[config.mk]
export PLATFORM = sky130hd
export DESIGN_NAME = ar_mem_sequencer_flat
export DESIGN_NICKNAME = d
export VERILOG_FILES = /design/src/rtl/ar_mem_sequencer_if.sv /design/src/rtl/ar_mem_sequencer.sv /design/src/flat_wrapper.sv
export SDC_FILE = /design/constraint.sdc
export NUM_CORES = 1
export LEC_CHECK = 0
export CAP_MARGIN = 20
export CORE_UTILIZATION = 35
export DETAILED_ROUTE_END_ITERATION = 10
export GPL_TIMING_DRIVEN = 1
export MAX_ROUTING_LAYER = met4
export PLACE_DENSITY = 0.65
export SETUP_SLACK_MARGIN = 0.02
export SLEW_MARGIN = 20
export SYNTH_ARGS = -nofsm -noshare
export SYNTH_HDL_FRONTEND = slang
export SYNTH_SLANG_ARGS = --single-unit
[constraint.sdc]
create_clock -name clk -period 5.2 [get_ports clk]
set_clock_uncertainty 0.1 [all_clocks]
set_input_delay 1.04 -clock clk [delete_from_list [all_inputs] [get_ports clk]]
set_output_delay 1.04 -clock clk [all_outputs]
set_load 0.01 [all_outputs]
[src/rtl/ar_mem_sequencer_if.sv]
`default_nettype none
// ============================================================================
//  Module      : ar_mem_sequencer_if
//  Description : Request/response and memory-port bundle for the AR/memory
//                sequencer. The slave modport is the sequencer's view. The
//                master modport is the view of its environment: requesters,
//                the AR register and the memory.
//  Revision    : 1.0  initial release
// ============================================================================
interface ar_mem_sequencer_if #(
   parameter int ADDR_W = 32,
   parameter int DATA_W = 32
);
   // instruction-fetch requester
   logic              if_req;
   logic [ADDR_W-1:0] if_addr;
   logic              if_gnt;
   logic              if_valid;
   logic [DATA_W-1:0] if_rdata;

   // load/store requester
   logic              ls_req;
   logic              ls_we;
   logic [ADDR_W-1:0] ls_addr;
   logic [DATA_W-1:0] ls_wdata;
   logic              ls_gnt;
   logic              ls_valid;
   logic [DATA_W-1:0] ls_rdata;

   // shared response qualifier
   logic              rsp_err;

   // AR register load port
   logic              we_AR;
   logic [ADDR_W-1:0] ar_addr;

   // memory handshake
   logic              mem_req;
   logic              mem_we;
   logic [DATA_W-1:0] mem_wdata;
   logic              mem_ack;
   logic [DATA_W-1:0] mem_rdata;

   // status
   logic              busy;

   modport slave (
      input  if_req, if_addr,
      input  ls_req, ls_we, ls_addr, ls_wdata,
      input  mem_ack, mem_rdata,
      output if_gnt, if_valid, if_rdata,
      output ls_gnt, ls_valid, ls_rdata,
      output rsp_err, we_AR, ar_addr,
      output mem_req, mem_we, mem_wdata,
      output busy
   );

   modport master (
      output if_req, if_addr,
      output ls_req, ls_we, ls_addr, ls_wdata,
      output mem_ack, mem_rdata,
      input  if_gnt, if_valid, if_rdata,
      input  ls_gnt, ls_valid, ls_rdata,
      input  rsp_err, we_AR, ar_addr,
      input  mem_req, mem_we, mem_wdata,
      input  busy
   );
endinterface
`default_nettype wire

[src/rtl/ar_mem_sequencer.sv]
`default_nettype none
// ============================================================================
//  Module      : ar_mem_sequencer
//  Description : Arbitrates between instruction fetch and load/store. It loads
//                the winning address into AR, runs one memory access with a
//                timeout, and returns the read data or an error to the winner.
//                This is a Moore machine: every output is a register.
//  Revision    : 1.0  initial release
// ============================================================================
module ar_mem_sequencer #(
   parameter int ADDR_W  = 32,
   parameter int DATA_W  = 32,
   parameter int TIMEOUT = 16
) (
   input  wire logic        clk,
   input  wire logic        rst,
   ar_mem_sequencer_if.slave bus
);

   localparam int               CNT_W    = $clog2(TIMEOUT);
   localparam logic [CNT_W-1:0] CNT_LAST = CNT_W'(TIMEOUT - 1);

   // Owner encoding: reset leaves last_owner at LS, so IF wins the first tie.
   localparam logic OWNER_IF = 1'b0;
   localparam logic OWNER_LS = 1'b1;

   typedef enum logic [1:0] {
      ST_IDLE   = 2'd0,
      ST_LOAD   = 2'd1,
      ST_ACCESS = 2'd2,
      ST_RESP   = 2'd3
   } state_t;

   state_t            r_state;
   logic              r_owner;
   logic              r_last_owner;
   logic              r_lat_we;
   logic [DATA_W-1:0] r_lat_wdata;
   logic [CNT_W-1:0]  r_cnt;

   // registered outputs
   logic              r_if_gnt;
   logic              r_if_valid;
   logic [DATA_W-1:0] r_if_rdata;
   logic              r_ls_gnt;
   logic              r_ls_valid;
   logic [DATA_W-1:0] r_ls_rdata;
   logic              r_rsp_err;
   logic              r_we_ar;
   logic [ADDR_W-1:0] r_ar_addr;
   logic              r_mem_req;
   logic              r_mem_we;
   logic [DATA_W-1:0] r_mem_wdata;
   logic              r_busy;

   // arbitration and access-completion decode
   logic              w_any_req;
   logic              w_pick_ls;
   logic [ADDR_W-1:0] w_sel_addr;
   logic              w_sel_we;
   logic [DATA_W-1:0] w_sel_wdata;
   logic              w_acc_done;
   logic              w_acc_err;
   logic [DATA_W-1:0] w_acc_data;

   // Round-robin pick. A lone request wins. On a tie, the requester that
   // did not win last time gets the grant. IF accesses are always reads.
   always_comb begin
      w_any_req   = bus.if_req | bus.ls_req;
      w_pick_ls   = bus.ls_req & (~bus.if_req | (r_last_owner == OWNER_IF));
      w_sel_addr  = w_pick_ls ? bus.ls_addr : bus.if_addr;
      w_sel_we    = w_pick_ls & bus.ls_we;
      w_sel_wdata = w_pick_ls ? bus.ls_wdata : '0;
   end

   // Decide how the access ends. An ack on the final timeout cycle still
   // counts as a success. Stores and timeouts return zero data.
   always_comb begin
      w_acc_done = 1'b0;
      w_acc_err  = 1'b0;
      w_acc_data = '0;
      if (r_state == ST_ACCESS) begin
         if (bus.mem_ack) begin
            w_acc_done = 1'b1;
            w_acc_data = r_lat_we ? '0 : bus.mem_rdata;
         end else if (r_cnt == CNT_LAST) begin
            w_acc_done = 1'b1;
            w_acc_err  = 1'b1;
         end
      end
   end

   // Sequencer FSM. Each output register is set on the edge that enters the
   // state where it must be high, so the outputs never depend on inputs
   // combinationally.
   always_ff @(posedge clk) begin
      if (rst) begin
         r_state      <= ST_IDLE;
         r_owner      <= OWNER_IF;
         r_last_owner <= OWNER_LS;
         r_lat_we     <= 1'b0;
         r_lat_wdata  <= '0;
         r_cnt        <= '0;
         r_if_gnt     <= 1'b0;
         r_if_valid   <= 1'b0;
         r_if_rdata   <= '0;
         r_ls_gnt     <= 1'b0;
         r_ls_valid   <= 1'b0;
         r_ls_rdata   <= '0;
         r_rsp_err    <= 1'b0;
         r_we_ar      <= 1'b0;
         r_ar_addr    <= '0;
         r_mem_req    <= 1'b0;
         r_mem_we     <= 1'b0;
         r_mem_wdata  <= '0;
         r_busy       <= 1'b0;
      end else begin
         case (r_state)
            ST_IDLE: begin
               if (w_any_req) begin
                  r_owner      <= w_pick_ls;
                  r_last_owner <= w_pick_ls;
                  r_lat_we     <= w_sel_we;
                  r_lat_wdata  <= w_sel_wdata;
                  r_ar_addr    <= w_sel_addr;
                  r_we_ar      <= 1'b1;
                  r_if_gnt     <= ~w_pick_ls;
                  r_ls_gnt     <= w_pick_ls;
                  r_busy       <= 1'b1;
                  r_state      <= ST_LOAD;
               end
            end

            ST_LOAD: begin
               // AR captures the address this cycle. ar_addr then holds it.
               r_we_ar     <= 1'b0;
               r_if_gnt    <= 1'b0;
               r_ls_gnt    <= 1'b0;
               r_mem_req   <= 1'b1;
               r_mem_we    <= r_lat_we;
               r_mem_wdata <= r_lat_wdata;
               r_cnt       <= '0;
               r_state     <= ST_ACCESS;
            end

            ST_ACCESS: begin
               if (w_acc_done) begin
                  r_mem_req   <= 1'b0;
                  r_mem_we    <= 1'b0;
                  r_mem_wdata <= '0;
                  r_rsp_err   <= w_acc_err;
                  if (r_owner == OWNER_LS) begin
                     r_ls_valid <= 1'b1;
                     r_ls_rdata <= w_acc_data;
                  end else begin
                     r_if_valid <= 1'b1;
                     r_if_rdata <= w_acc_data;
                  end
                  r_state <= ST_RESP;
               end else begin
                  r_cnt <= r_cnt + 1'b1;
               end
            end

            ST_RESP: begin
               // Single-cycle response. A waiting requester is not granted
               // until IDLE, so successive accesses are four cycles apart.
               r_if_valid <= 1'b0;
               r_ls_valid <= 1'b0;
               r_rsp_err  <= 1'b0;
               r_busy     <= 1'b0;
               r_state    <= ST_IDLE;
            end

            default: begin
               r_state <= ST_IDLE;
            end
         endcase
      end
   end

   assign bus.if_gnt    = r_if_gnt;
   assign bus.if_valid  = r_if_valid;
   assign bus.if_rdata  = r_if_rdata;
   assign bus.ls_gnt    = r_ls_gnt;
   assign bus.ls_valid  = r_ls_valid;
   assign bus.ls_rdata  = r_ls_rdata;
   assign bus.rsp_err   = r_rsp_err;
   assign bus.we_AR     = r_we_ar;
   assign bus.ar_addr   = r_ar_addr;
   assign bus.mem_req   = r_mem_req;
   assign bus.mem_we    = r_mem_we;
   assign bus.mem_wdata = r_mem_wdata;
   assign bus.busy      = r_busy;

endmodule
`default_nettype wire

[src/flat_wrapper.sv]
// flat-port wrapper written by rule: the top's interface ports become plain ports
module ar_mem_sequencer_flat 
#(
   parameter int ADDR_W  = 32,
   parameter int DATA_W  = 32,
   parameter int TIMEOUT = 16
)
  (clk, rst, bus_if_req, bus_if_addr, bus_ls_req, bus_ls_we, bus_ls_addr, bus_ls_wdata, bus_mem_ack, bus_mem_rdata, bus_if_gnt, bus_if_valid, bus_if_rdata, bus_ls_gnt, bus_ls_valid, bus_ls_rdata, bus_rsp_err, bus_we_AR, bus_ar_addr, bus_mem_req, bus_mem_we, bus_mem_wdata, bus_busy);
  ar_mem_sequencer_if #(.ADDR_W(ADDR_W), .DATA_W(DATA_W)) bus_i ();
  input  wire logic clk;
  input  wire logic rst;
  input wire logic [$bits(bus_i.if_req)-1:0] bus_if_req;
  input wire logic [$bits(bus_i.if_addr)-1:0] bus_if_addr;
  input wire logic [$bits(bus_i.ls_req)-1:0] bus_ls_req;
  input wire logic [$bits(bus_i.ls_we)-1:0] bus_ls_we;
  input wire logic [$bits(bus_i.ls_addr)-1:0] bus_ls_addr;
  input wire logic [$bits(bus_i.ls_wdata)-1:0] bus_ls_wdata;
  input wire logic [$bits(bus_i.mem_ack)-1:0] bus_mem_ack;
  input wire logic [$bits(bus_i.mem_rdata)-1:0] bus_mem_rdata;
  output wire logic [$bits(bus_i.if_gnt)-1:0] bus_if_gnt;
  output wire logic [$bits(bus_i.if_valid)-1:0] bus_if_valid;
  output wire logic [$bits(bus_i.if_rdata)-1:0] bus_if_rdata;
  output wire logic [$bits(bus_i.ls_gnt)-1:0] bus_ls_gnt;
  output wire logic [$bits(bus_i.ls_valid)-1:0] bus_ls_valid;
  output wire logic [$bits(bus_i.ls_rdata)-1:0] bus_ls_rdata;
  output wire logic [$bits(bus_i.rsp_err)-1:0] bus_rsp_err;
  output wire logic [$bits(bus_i.we_AR)-1:0] bus_we_AR;
  output wire logic [$bits(bus_i.ar_addr)-1:0] bus_ar_addr;
  output wire logic [$bits(bus_i.mem_req)-1:0] bus_mem_req;
  output wire logic [$bits(bus_i.mem_we)-1:0] bus_mem_we;
  output wire logic [$bits(bus_i.mem_wdata)-1:0] bus_mem_wdata;
  output wire logic [$bits(bus_i.busy)-1:0] bus_busy;
  assign bus_i.if_req = bus_if_req;
  assign bus_i.if_addr = bus_if_addr;
  assign bus_i.ls_req = bus_ls_req;
  assign bus_i.ls_we = bus_ls_we;
  assign bus_i.ls_addr = bus_ls_addr;
  assign bus_i.ls_wdata = bus_ls_wdata;
  assign bus_i.mem_ack = bus_mem_ack;
  assign bus_i.mem_rdata = bus_mem_rdata;
  assign bus_if_gnt = bus_i.if_gnt;
  assign bus_if_valid = bus_i.if_valid;
  assign bus_if_rdata = bus_i.if_rdata;
  assign bus_ls_gnt = bus_i.ls_gnt;
  assign bus_ls_valid = bus_i.ls_valid;
  assign bus_ls_rdata = bus_i.ls_rdata;
  assign bus_rsp_err = bus_i.rsp_err;
  assign bus_we_AR = bus_i.we_AR;
  assign bus_ar_addr = bus_i.ar_addr;
  assign bus_mem_req = bus_i.mem_req;
  assign bus_mem_we = bus_i.mem_we;
  assign bus_mem_wdata = bus_i.mem_wdata;
  assign bus_busy = bus_i.busy;
  ar_mem_sequencer #(.ADDR_W(ADDR_W), .DATA_W(DATA_W), .TIMEOUT(TIMEOUT)) u_core (.clk(clk), .rst(rst), .bus(bus_i));
endmodule
Word-level counts from Yosys, hierarchy flattened
Index checks and enable logic that the tools add are counted.
{ "op_classes": {"addsub": 1, "multipliers": 0, "div": 0, "magnitude_cmp": 0, "n_eq_ne": 9, "n_shift": 0, "n_mux": 33, "bitwise": 8, "reduce_logical": 16} }
{ "ops": {"columns": ["cell", "count"], "rows": [
  ["$mux 32", 5],
  ["$pmux 32 s2", 1],
  ["$pmux 1 s2", 9],
  ["$reduce_and 2->1", 7],
  ["$mux 1", 13],
  ["$reduce_and 3->1", 4],
  ["$pmux 2 s4", 1],
  ["$pmux 4 s2", 1],
  ["$reduce_bool 2->1", 4],
  ["$ne 2x1->1 const B", 3],
  ["$add 4x1->4 const B", 1],
  ["$eq 2x2->1 const B", 2],
  ["$eq 4x4->1 const B", 1],
  ["$mux 2", 2],
  ["$mux 4", 1],
  ["$ne 2x2->1 const B", 2],
  ["$not 1->1", 4],
  ["$and 1x1->1", 2],
  ["$eq 2x1->1 const B", 1],
  ["$logic_not 2->1", 1],
  ["$or 1x1->1", 2]
]} }
{ "word_totals": {"register_bits": 178, "latch_bits": 0, "mem_bits_rw": 0, "mem_bits_ro": 0, "input_bits": 134, "out_inout_bits": 137, "word_cells": 86, "memories": 0} }

Longest topological paths before layout
Gate-level depths: netlist of the first run.
{ "logic_depth": {"depth_word": 6, "depth_mapped": 7, "mapped_depth_nobuf": 5} }

Least setup slack after synthesis of the first run
OpenSTA, ideal clock, no wires.
{ "synth_path": {"path_type": "input to register", "startpoint": "input bus_mem_ack", "endpoint": "register u_core.r_ls_rdata[10] (netlist: u_core.bus.ls_rdata[10])", "setup_ps": 120, "arrival_time_ps": 1794, "t_required_ps": 4980, "setup_slack_ps": 3187, "path_stages": 4, "path_buffers": 1, "path_cell_list": "a31oi_1 nor2_2 buf_6 mux2i_1"} }
{ "synth_via": {"elab_chain_len": 3, "elab_cells_between_ends": 4, "cone_classes": "3 x mux; 1 x reduce/logical"} }
{ "synth_rtl": {"columns": ["item", "line_no", "rtl"], "rows": [
  ["start, declared", "flat_wrapper.sv:18", "input wire logic [$bits(bus_i.mem_ack)-1:0] bus_mem_ack;"],
  ["$mux 1", "ar_mem_sequencer.sv:83", "if (bus.mem_ack) begin"],
  ["$mux 1", "ar_mem_sequencer.sv:82", "if (r_state == ST_ACCESS) begin"],
  ["$reduce_and 3->1 (no source line)", null, null],
  ["end signal, assigned", "ar_mem_sequencer.sv:154", "r_ls_rdata <= w_acc_data;"],
  ["end, declared", "ar_mem_sequencer.sv:47", "logic [DATA_W-1:0] r_ls_rdata;"]
]} }
Parallel ways exist; a longest one is shown, timed or not.
A chain may end at the register's enable or synchronous reset.

Worst setup path in the final report of the first run
{ "layout_path": {"startpoint": "input bus_ls_req", "endpoint": "register u_core.r_ar_addr[8] (netlist: u_core.bus.ar_addr[8])"} }
{ "layout_via": {"elab_chain_len": 2, "elab_cells_between_ends": 4, "cone_classes": "1 x mux; 2 x bitwise; 1 x reduce/logical"} }
{ "layout_rtl": {"columns": ["item", "line_no", "rtl"], "rows": [
  ["start, declared", "flat_wrapper.sv:14", "input wire logic [$bits(bus_i.ls_req)-1:0] bus_ls_req;"],
  ["$and 1x1->1 or $or 1x1->1 (tied branches)", "ar_mem_sequencer.sv:70, ar_mem_sequencer.sv:69", null],
  ["$mux 32 or $reduce_and 2->1 (tied branches)", null, null],
  ["end signal, assigned", "ar_mem_sequencer.sv:125", "r_ar_addr <= w_sel_addr;"],
  ["end, declared", "ar_mem_sequencer.sv:50", "logic [ADDR_W-1:0] r_ar_addr;"]
]} }
Parallel ways exist; a longest one is shown, timed or not.

==> results.cfg, run 1 <==
[clock_network]
clk_pin_slew_ps = 80
clkLatencyLatePin_ps = 430
post_cts_resized = 0
cts_tree = built
cts_max_level = 4
numCtsBuffers = 17
hold_buffers = 0
post-cts-setup-buffer-count = 0
root_buffer = clkbuf_16
clock_path_buffers = 2
clock-sinks = 178

[setup_path]
cp_slowest_cell = buf_4
endpoint_kind = flip-flop
worstPathRequired_ps = 5390
timing.rr.start = u_core.r_state[0]$_SDFFE_PP0P_
timing.rr.end = u_core.r_state[1]$_SDFFE_PP0P_
cp_max_fo = 68
endpoint = u_core.bus.ar_addr[8]$_SDFFE_PP0P_
crit_path_start = bus_ls_req
critical_path.top_delay_family = buffers and inverters
critPathKind = in -> reg
r2r_cells = 6
cp.arrival_ps = 2970
path_depth = 5
reg2reg_slack_ps = 2800
start_kind = input port
worst-path-buf-inv = 2
cp_slowest_stage_delay_ps = 760
path_cells = clkdlybuf4s50_1, a21boi_4, buf_4, mux2i_1, a21oi_1

[finish]
fill_cells = 1729
drive_gt1_frac = 0.0574
layout.nets = 1050
syn_to_final_growth_pct = 50.5
diodes = 0
design_area_um2 = 10200
utilization = 0.543

[placement]
dp_hpwl_um = 12600
io_buffers = 270
place_area_um2 = 9600
routabilityCongestion = 0.759

[floorplan]
die_y_um = 141
core_area_um2 = 18800
io_pins = 271
num_rows = 50
initial_core_util = 0.361
die_x_um = 141
die_area_um2 = 20000

[logic_synthesis]
synth-xor-area-share = 0
synth.top_cell.area_share = 0.525
synth.top_cells.by_area = dfxtp_1, mux2i_1, nand2_1
synthArstFlopShare = 0
synth-edff-count = 0
synth-simple-area-share = 0.0984
yosysWarnings = 0
synth_nets = 808
synth_adder_area_share = 0.0111
synth-main-ff-cell = dfxtp_1
yosysSeqAreaShare = 0.525
synth.distinct_cells = 43
synth_cells = 668
synth_area_um2 = 6790
ys_ff_latch = 178
avgSynthCellArea_um2 = 10.2
synth_top_family_by_area = compound AO/OA/AOI/OAI gates
synth_compound_area_frac = 0.173
yosysTopAreaCell = dfxtp_1
synthMuxAreaShare = 0.143

[grt]
grt_max_degree = 85
grt_remaining_overflow = 0
grt_pass1_wl_um = 29800
grt_pass1_vias = 5651
antenna_found_initial = 0
grt.total_usage = 0.196

[route]
dr.pass1.iters = 5
vias_per_cell = 4.95
wl_per_cell_um = 16.2
drt-initial-drc-count = 304
wirelength_um = 19200
drc = 0
via_count = 5856
postRouteAntennaNets = 0

[min_path]
hold_path_class = reg -> reg

[timing]
period_needed_ps = 2780
post-route-period-util = 0.535
hold_viol_final = 0
setup_viol = 0
fin_tns_setup_ps = 0
maxSlewHeadroom = 0.316
fmax_mhz = 360
fin_hold_ws_ps = 356
tightest_slew_ps = 1030
slew_viol_final = 0
rsz0062_at_grt = false

[flow_run]
drv_cap = 0

[power]
leakage_nw = 3.56
peakVddDrop_mv = 0.592
powerDensity_nw_per_um2 = 404

[outcome]
status = complete, no violations
-- cell usage in the layout, fill, tap and decap left out, types with 2 or more instances in the layout --
master / count
buf_4: 10
inv_1: 4
a21oi_1: 39
inv_8: 3
nor2_4: 2
a22oi_1: 2
clkinv_8: 5
o211ai_1: 3
inv_6: 3
a31oi_1: 2
clkinv_4: 2
a32o_1: 34
nor2b_1: 2
clkdlybuf4s50_1: 269
clkbuf_16: 17
or3_1: 2
nand3_1: 5
nand2_1: 103
dfxtp_1: 178
mux2i_1: 97
ha_1: 6
a32oi_1: 33
nor2_1: 38
o21ai_0: 37
nand2b_1: 4
o221ai_1: 2
-- where the power goes --
part | switching, mW | total [mW] | internal (mW)
Sequential | 0.0981 | 1.63 | 1.54
Clock | 0.636 | 1.29 | 0.654
Combinational | 0.675 | 1.20 | 0.525
-- stage by stage --
stage	worst slack (ps)	instances	power [mW]
detailed placement	1970	1151	2.87
floorplan	3190	668	2.37
global route	2310	1183	4.34
global placement	2040	1151	2.86
CTS	2450	1183	4.17
finish	2420	1183	4.13
-- state kept, by name, summed over array words and instances, names as in the netlist, 2 cells and up --
| register | flops |
|---|---|
| u_core.bus.ls_rdata | 32 |
| u_core.bus.ar_addr | 32 |
| u_core.r_state | 2 |
| u_core.r_lat_wdata | 32 |
| u_core.r_cnt | 4 |
| u_core.bus.mem_wdata | 32 |
| u_core.bus.if_rdata | 32 |
-- Yosys cell counts, types with 4 or more instances --
master and number:
a21oi_1 39, a32o_1 34, a32oi_1 33, buf_2 9
buf_6 6, clkbuf_1 32, dfxtp_1 178, ha_1 6
inv_1 4, mux2i_1 97, nand2_1 103, nand2b_1 4
nand3_1 5, nor2_1 39, o21ai_0 37
-- kinds of logic (layout without fill, tap and decap cells) --
kind of cell | count (synthesis) | after routing
flip-flops | 178 | 178
AO/OA/AOI/OAI | 162 | 162
AND/OR/NAND/NOR | 162 | 162
multiplexers | 97 | 97
buffers and inverters | 63 | 318
adder cells (fa/ha/maj) | 6 | 6
-- worst min path at each step --
stage	from	endpoint	slack [ps]	cells past startpoint
after floorplan	u_core.r_lat_wdata[0]$_SDFFE_PP0P_	u_core.bus.mem_wdata[0]$_SDFFE_PP0P_	340	1
after global placement	u_core.bus.ls_rdata[17]$_SDFFE_PP0P_	u_core.bus.ls_rdata[17]$_SDFFE_PP0P_	340	2
after detailed placement	u_core.bus.if_rdata[15]$_SDFFE_PP0P_	u_core.bus.if_rdata[15]$_SDFFE_PP0P_	350	2
after CTS	u_core.bus.ls_rdata[3]$_SDFFE_PP0P_	u_core.bus.ls_rdata[3]$_SDFFE_PP0P_	360	2
after global routing	u_core.bus.ls_rdata[3]$_SDFFE_PP0P_	u_core.bus.ls_rdata[3]$_SDFFE_PP0P_	370	2
final	u_core.bus.ls_rdata[23]$_SDFFE_PP0P_	u_core.bus.ls_rdata[23]$_SDFFE_PP0P_	360	2
-- routing by layer --
layer,vias up,share of wire,track usage
met2,227,0.45,0.298
li1,2910,-,-
met3,20,0.079,0.0543
met5,-,0,-
met4,0,0.014,0.0624
met1,2699,0.45,0.252
-- final cells by class --
type / count / area [um2] / share of cell area
clock inverters: 15 / 183 / 0.0179
inverters: 6 / 25.0 / 0.00245
flip-flops and latches: 178 / 3560 / 0.349
multi-input cells: 427 / 2920 / 0.286
clock buffers: 17 / 425 / 0.0416
repair buffers: 280 / 2770 / 0.271
well taps: 260 / 325 / 0.0318
-- tightest hold or removal path, cell delays in order, from the launching register on --
cell and delay (ps):
dfxtp_1 310, nand2_1 50, mux2i_1 50
No activity file was read; power rests on OpenSTA's default activity.
==> run 2: changes to the inputs <==
--- a/config.mk
+++ b/config.mk
@@ -10,7 +10,7 @@
 export DETAILED_ROUTE_END_ITERATION = 10
 export GPL_TIMING_DRIVEN = 1
 export MAX_ROUTING_LAYER = met4
-export PLACE_DENSITY = 0.65
+export PLACE_DENSITY = 0.67
 export SETUP_SLACK_MARGIN = 0.02
 export SLEW_MARGIN = 20
 export SYNTH_ARGS = -nofsm -noshare
==> constraint.sdc (replaced) <==
create_clock -name clk -period 2.5 [get_ports clk]
set_clock_uncertainty 0.1 [all_clocks]
set_input_delay 0.5 -clock clk [delete_from_list [all_inputs] [get_ports clk]]
set_output_delay 0.5 -clock clk [all_outputs]
set_load 0.01 [all_outputs]
==> run 2 against run 1 <==
- non-clock buffer count is 10 higher
- combinational power is 120% higher
- design area is 2.3% higher
- critical path depth stayed put
- first-iteration DRC count is 13% lower
- worst hold slack worse by 19 ps
- via count is 1.5% higher
- critical endpoint is now u_core.bus.mem_wdata[26]$_SDFFE_PP0P_
- largest cell class unchanged
- highest routed layer unchanged
==> results.cfg, run 2 (same netlist as run 1, synthesis figures left out) <==
[outcome]
status = complete, no violations

[finish]
final_common_cell = clkdlybuf4s50_1
layout.nets = 1060
diodes = 0
syn_to_final_growth_pct = 53.9
drive_gt1_frac = 0.0675
utilization = 0.555
most-common-layout-cells = clkdlybuf4s50_1, dfxtp_1, nand2_1, mux2i_1, a21oi_1

[grt]
grt_remaining_overflow = 0
grt.total_usage = 0.198
use_met1 = 0.241
use_met3 = 0.0611
use_met2 = 0.313
grt_pass1_wl_um = 30300
grt_pass1_vias = 5727
top_usage_layer = met2
antenna_found_initial = 0
grt_max_degree = 65

[route]
vias_per_cell = 4.98
drt-initial-drc-count = 265
wl_per_cell_um = 15.9
dr.pass1.iters = 5
via_count = 5945
wirelength_um = 19000
postRouteAntennaNets = 0
drc = 0

[floorplan]
die_y_um = 141
io_pins = 271
die_x_um = 141
die_area_um2 = 20000
initial_core_util = 0.361
core_area_um2 = 18800
num_rows = 50

[clock_network]
numCtsBuffers = 17
clk_pin_slew_ps = 70
root_buffer = clkbuf_16
hold_buffers = 0
clock_path_buffers = 2
post-cts-setup-buffer-count = 0
cts_max_level = 4
cts_tree = built
clkLatencyLatePin_ps = 440
post_cts_resized = 0
clock-sinks = 178

[timing]
hold_viol_final = 0
tightest_slew_ps = 979
slew_viol_final = 0
maxSlewHeadroom = 0.348
post-route-period-util = 0.870
fmax_mhz = 460
rsz0062_at_grt = false
setup_viol = 0
fin_hold_ws_ps = 337
period_needed_ps = 2170
fin_tns_setup_ps = 0

[power]
leakage_nw = 3.67
peakVddDrop_mv = 0.683
powerDensity_nw_per_um2 = 853

[placement]
routabilityCongestion = 0.781
dp_hpwl_um = 12900
io_buffers = 270

[setup_path]
cp_max_fo = 33
cp.arrival_ps = 2440
start_kind = flip-flop
critPathKind = reg -> reg
endpoint_kind = flip-flop
worstPathRequired_ps = 2770

[flow_run]
drv_cap = 0

[min_path]
hold_path_class = in -> reg
[run 2: cell types whose count changed in the layout (fill, tap and decap cells not counted), sizes merged]
cell,delta
buf,+10
bufinv,+2
clkinv,-1
clkinvlp,-1
[run 2: layout make-up]
| class | count | area [um2] |
|---|---|---|
| Clock buffer | 17 | 425 |
| Fill cell | 1709 | 8380 |
| Tap cell | 260 | 325 |
| Inverter | 6 | 25.0 |
| Timing Repair Buffer | 290 | 2960 |
| Multi-Input combinational cell | 427 | 2920 |
| Clock inverter | 15 | 231 |
| Sequential cell | 178 | 3560 |
[run 2: critical path, cell delays in order (launching register included)]
cell and delay (ps):
dfxtp_1 330, inv_1 120, ha_1 380, nand2b_1 160, o22ai_4 730, a32o_1 280
[run 2: metal layers]
layer	vias up	wire, um
li1	2924	-
met1	2770	8340
met2	233	8840
met3	18	1600
met4	0	239
met5	-	0
[run 2: power by group]
part / internal, mW / switching [mW] / leakage (nW)
logic: 1.21 / 1.42 / 1.91
registers: 3.20 / 0.196 / 1.45
clock network: 1.57 / 1.33 / 0.318
[run 2: final timing paths]
path / from / to / slack [ps] / depth (start not counted)
hold reg to reg: u_core.bus.ls_rdata[27]$_SDFFE_PP0P_ / u_core.bus.ls_rdata[27]$_SDFFE_PP0P_ / 360 / 2
setup / recovery: u_core.r_state[0]$_SDFFE_PP0P_ / u_core.bus.mem_wdata[26]$_SDFFE_PP0P_ / 330 / 5
hold / removal: rst / u_core.r_cnt[1]$_SDFFE_PP0P_ / 340 / 2
setup reg to reg: u_core.r_state[0]$_SDFFE_PP0P_ / u_core.bus.mem_wdata[26]$_SDFFE_PP0P_ / 330 / 5
[run 2: through the flow]
stage	instance area (um2)	worst slack [ps]	instances	power, mW
2_1_floorplan	6790	783	668	4.92
3_3_place_gp	9790	218	1161	6.06
3_5_place_dp	9790	181	1161	6.09
4_1_cts	10400	297	1193	9.00
5_1_grt	10400	186	1193	9.38
6_report	10400	326	1193	8.91
==> run 3: changes to the inputs <==
==> constraint.sdc (replaced) <==
create_clock -name clk -period 2 [get_ports clk]
set_clock_uncertainty 0.1 [all_clocks]
set_input_delay 0.4 -clock clk [delete_from_list [all_inputs] [get_ports clk]]
set_output_delay 0.4 -clock clk [all_outputs]
set_load 0.01 [all_outputs]
==> run 3 against run 2 <==
- setup slack lost 190 ps
- worst hold slack lost 120 ps
- sequential share of layout area down 0.54 points
- critical endpoint is now bus_mem_we
- largest cell class unchanged
==> results.cfg, run 3 (same netlist as run 1, synthesis figures left out) <==
[grt]
antenna_found_initial = 0
grt_pass1_wl_um = 30800
grt_max_degree = 58
grt_remaining_overflow = 0
grt.total_usage = 0.202
grt_pass1_vias = 5907

[power]
finalPower_mw = 11.4
powerDensity_nw_per_um2 = 1080
seqPwrFrac = 0.371
leakage_nw = 3.78
p_int_mw = 7.74
swShare = 0.322
power_frac_comb = 0.314
peakVddDrop_mv = 0.581
power_switching_mw = 3.68
clkPwrFrac = 0.315

[finish]
syn_to_final_growth_pct = 56.4
drive_gt1_frac = 0.0881
layout.nets = 1081
diodes = 0
final_common_cell = clkdlybuf4s50_1
fill_cells = 1654
most-common-layout-cells = clkdlybuf4s50_1, dfxtp_1, nand2_1, mux2i_1, a21oi_1

[setup_path]
path_cells = clkdlybuf4s50_1
r2r_cells = 6
cp_slowest_stage_delay_ps = 610
cp_max_fo = 2
critical_path.top_delay_family = buffers and inverters
cp_slowest_cell = clkdlybuf4s50_1
reg2reg_slack_ps = 160
timing.rr.end = u_core.bus.if_valid$_SDFFE_PP0P_
cp.arrival_ps = 1370
critPathKind = reg -> out
endpoint_kind = output pin
worst-path-buf-inv = 1
start_kind = flip-flop
timing.rr.start = u_core.r_cnt[1]$_SDFFE_PP0P_
worstPathRequired_ps = 1500

[clock_network]
numCtsBuffers = 17
clk_pin_slew_ps = 80
hold_buffers = 0
post-cts-setup-buffer-count = 0
cts_max_level = 4
clkLatencyLatePin_ps = 420
clock_path_buffers = 2
clock-sinks = 178
root_buffer = clkbuf_16
cts_tree = built

[route]
postRouteAntennaNets = 0
wl_per_cell_um = 16.1
dr.pass1.iters = 4
wirelength_um = 19500
drc = 0
vias_per_cell = 4.97
via_count = 6029
drt-initial-drc-count = 330

[placement]
routabilityCongestion = 0.768
dp_hpwl_um = 13200
pre_cts_ws_ps = -223
io_buffers = 270

[timing]
hold_viol_final = 0
rsz0062_at_grt = false
maxSlewHeadroom = 0.580
period_needed_ps = 1870
fmax_mhz = 536
setup_viol = 0
post-route-period-util = 0.934
slew_viol_final = 0
setup_ws_ps = 133
tightest_slew_ps = 631

[floorplan]
die_y_um = 141
die_x_um = 141
io_pins = 271
num_rows = 50
initial_core_util = 0.361
core_area_um2 = 18800
die_area_um2 = 20000

[min_path]
holdPathEnd = u_core.r_lat_wdata[28]$_SDFFE_PP0P_
worstHoldStart = rst
min_path_cells = 2
hold_path_class = in -> reg

[outcome]
status = complete, no violations

[flow_run]
drv_cap = 0
## run 3: how the worst max path moves through the flow
stage | from | cells after the start | end
floorplan | u_core.r_state[0]$_SDFFE_PP0P_ | 6 | u_core.bus.if_rdata[10]$_SDFFE_PP0P_
global placement | bus_mem_ack | 4 | u_core.bus.mem_wdata[10]$_SDFFE_PP0P_
detailed placement | bus_mem_ack | 4 | u_core.bus.mem_wdata[19]$_SDFFE_PP0P_
CTS | u_core.r_state[1]$_SDFFE_PP0P_ | 4 | u_core.bus.mem_wdata[25]$_SDFFE_PP0P_
global route | u_core.r_state[0]$_SDFFE_PP0P_ | 7 | u_core.bus.if_gnt$_SDFFE_PP0P_
finish | u_core.bus.mem_we$_SDFFE_PP0P_ | 1 | bus_mem_we
## run 3: power by group through the flow
stage          Clock (mW)  Sequential (mW)  Combinational [mW]
3_3_place_gp            0             4.31                3.48
6_report             3.59             4.24                3.59
2_1_floorplan           0             4.43                1.72
3_5_place_dp            0             4.31                3.51
5_1_grt              3.84             4.30                3.91
4_1_cts              3.68             4.24                3.57
## run 3: timing repair
item                                    CTS  global route
cloned                                    1             0
endpoints found under the setup margin   33            22
pin swaps                                 1             0
resized for setup                         0             2
## run 3: area by class of cell
class                           count  area (um2)  area share
Clock buffer                       17         425      0.0401
Clock inverter                     15         216      0.0204
Inverter                            6        25.0     0.00236
Multi-Input combinational cell    428        2940       0.277
Sequential cell                   178        3560       0.336
Tap cell                          260         325      0.0306
Timing Repair Buffer              310        3120       0.294
## run 3: routing by layer
layer / vias to the layer above / share of wire / global-route usage
met2: 219 / 0.47 / 0.316
met5: - / 0 / -
li1: 2958 / - / -
met1: 2838 / 0.44 / 0.252
met3: 14 / 0.077 / 0.0641
met4: 0 / 0.011 / 0.0509
## run 3: through the flow
stage               utilization  setup TNS, ps  hold slack (ps)  instances  area [um2]
floorplan                     -              0              343        668        6790
global placement          0.528          -8650              341       1181        9950
detailed placement        0.528          -9980              346       1181        9950
CTS                       0.563              0              201       1214       10600
global route              0.564              0              230       1214       10600
finish                    0.564              0              216       1214       10600
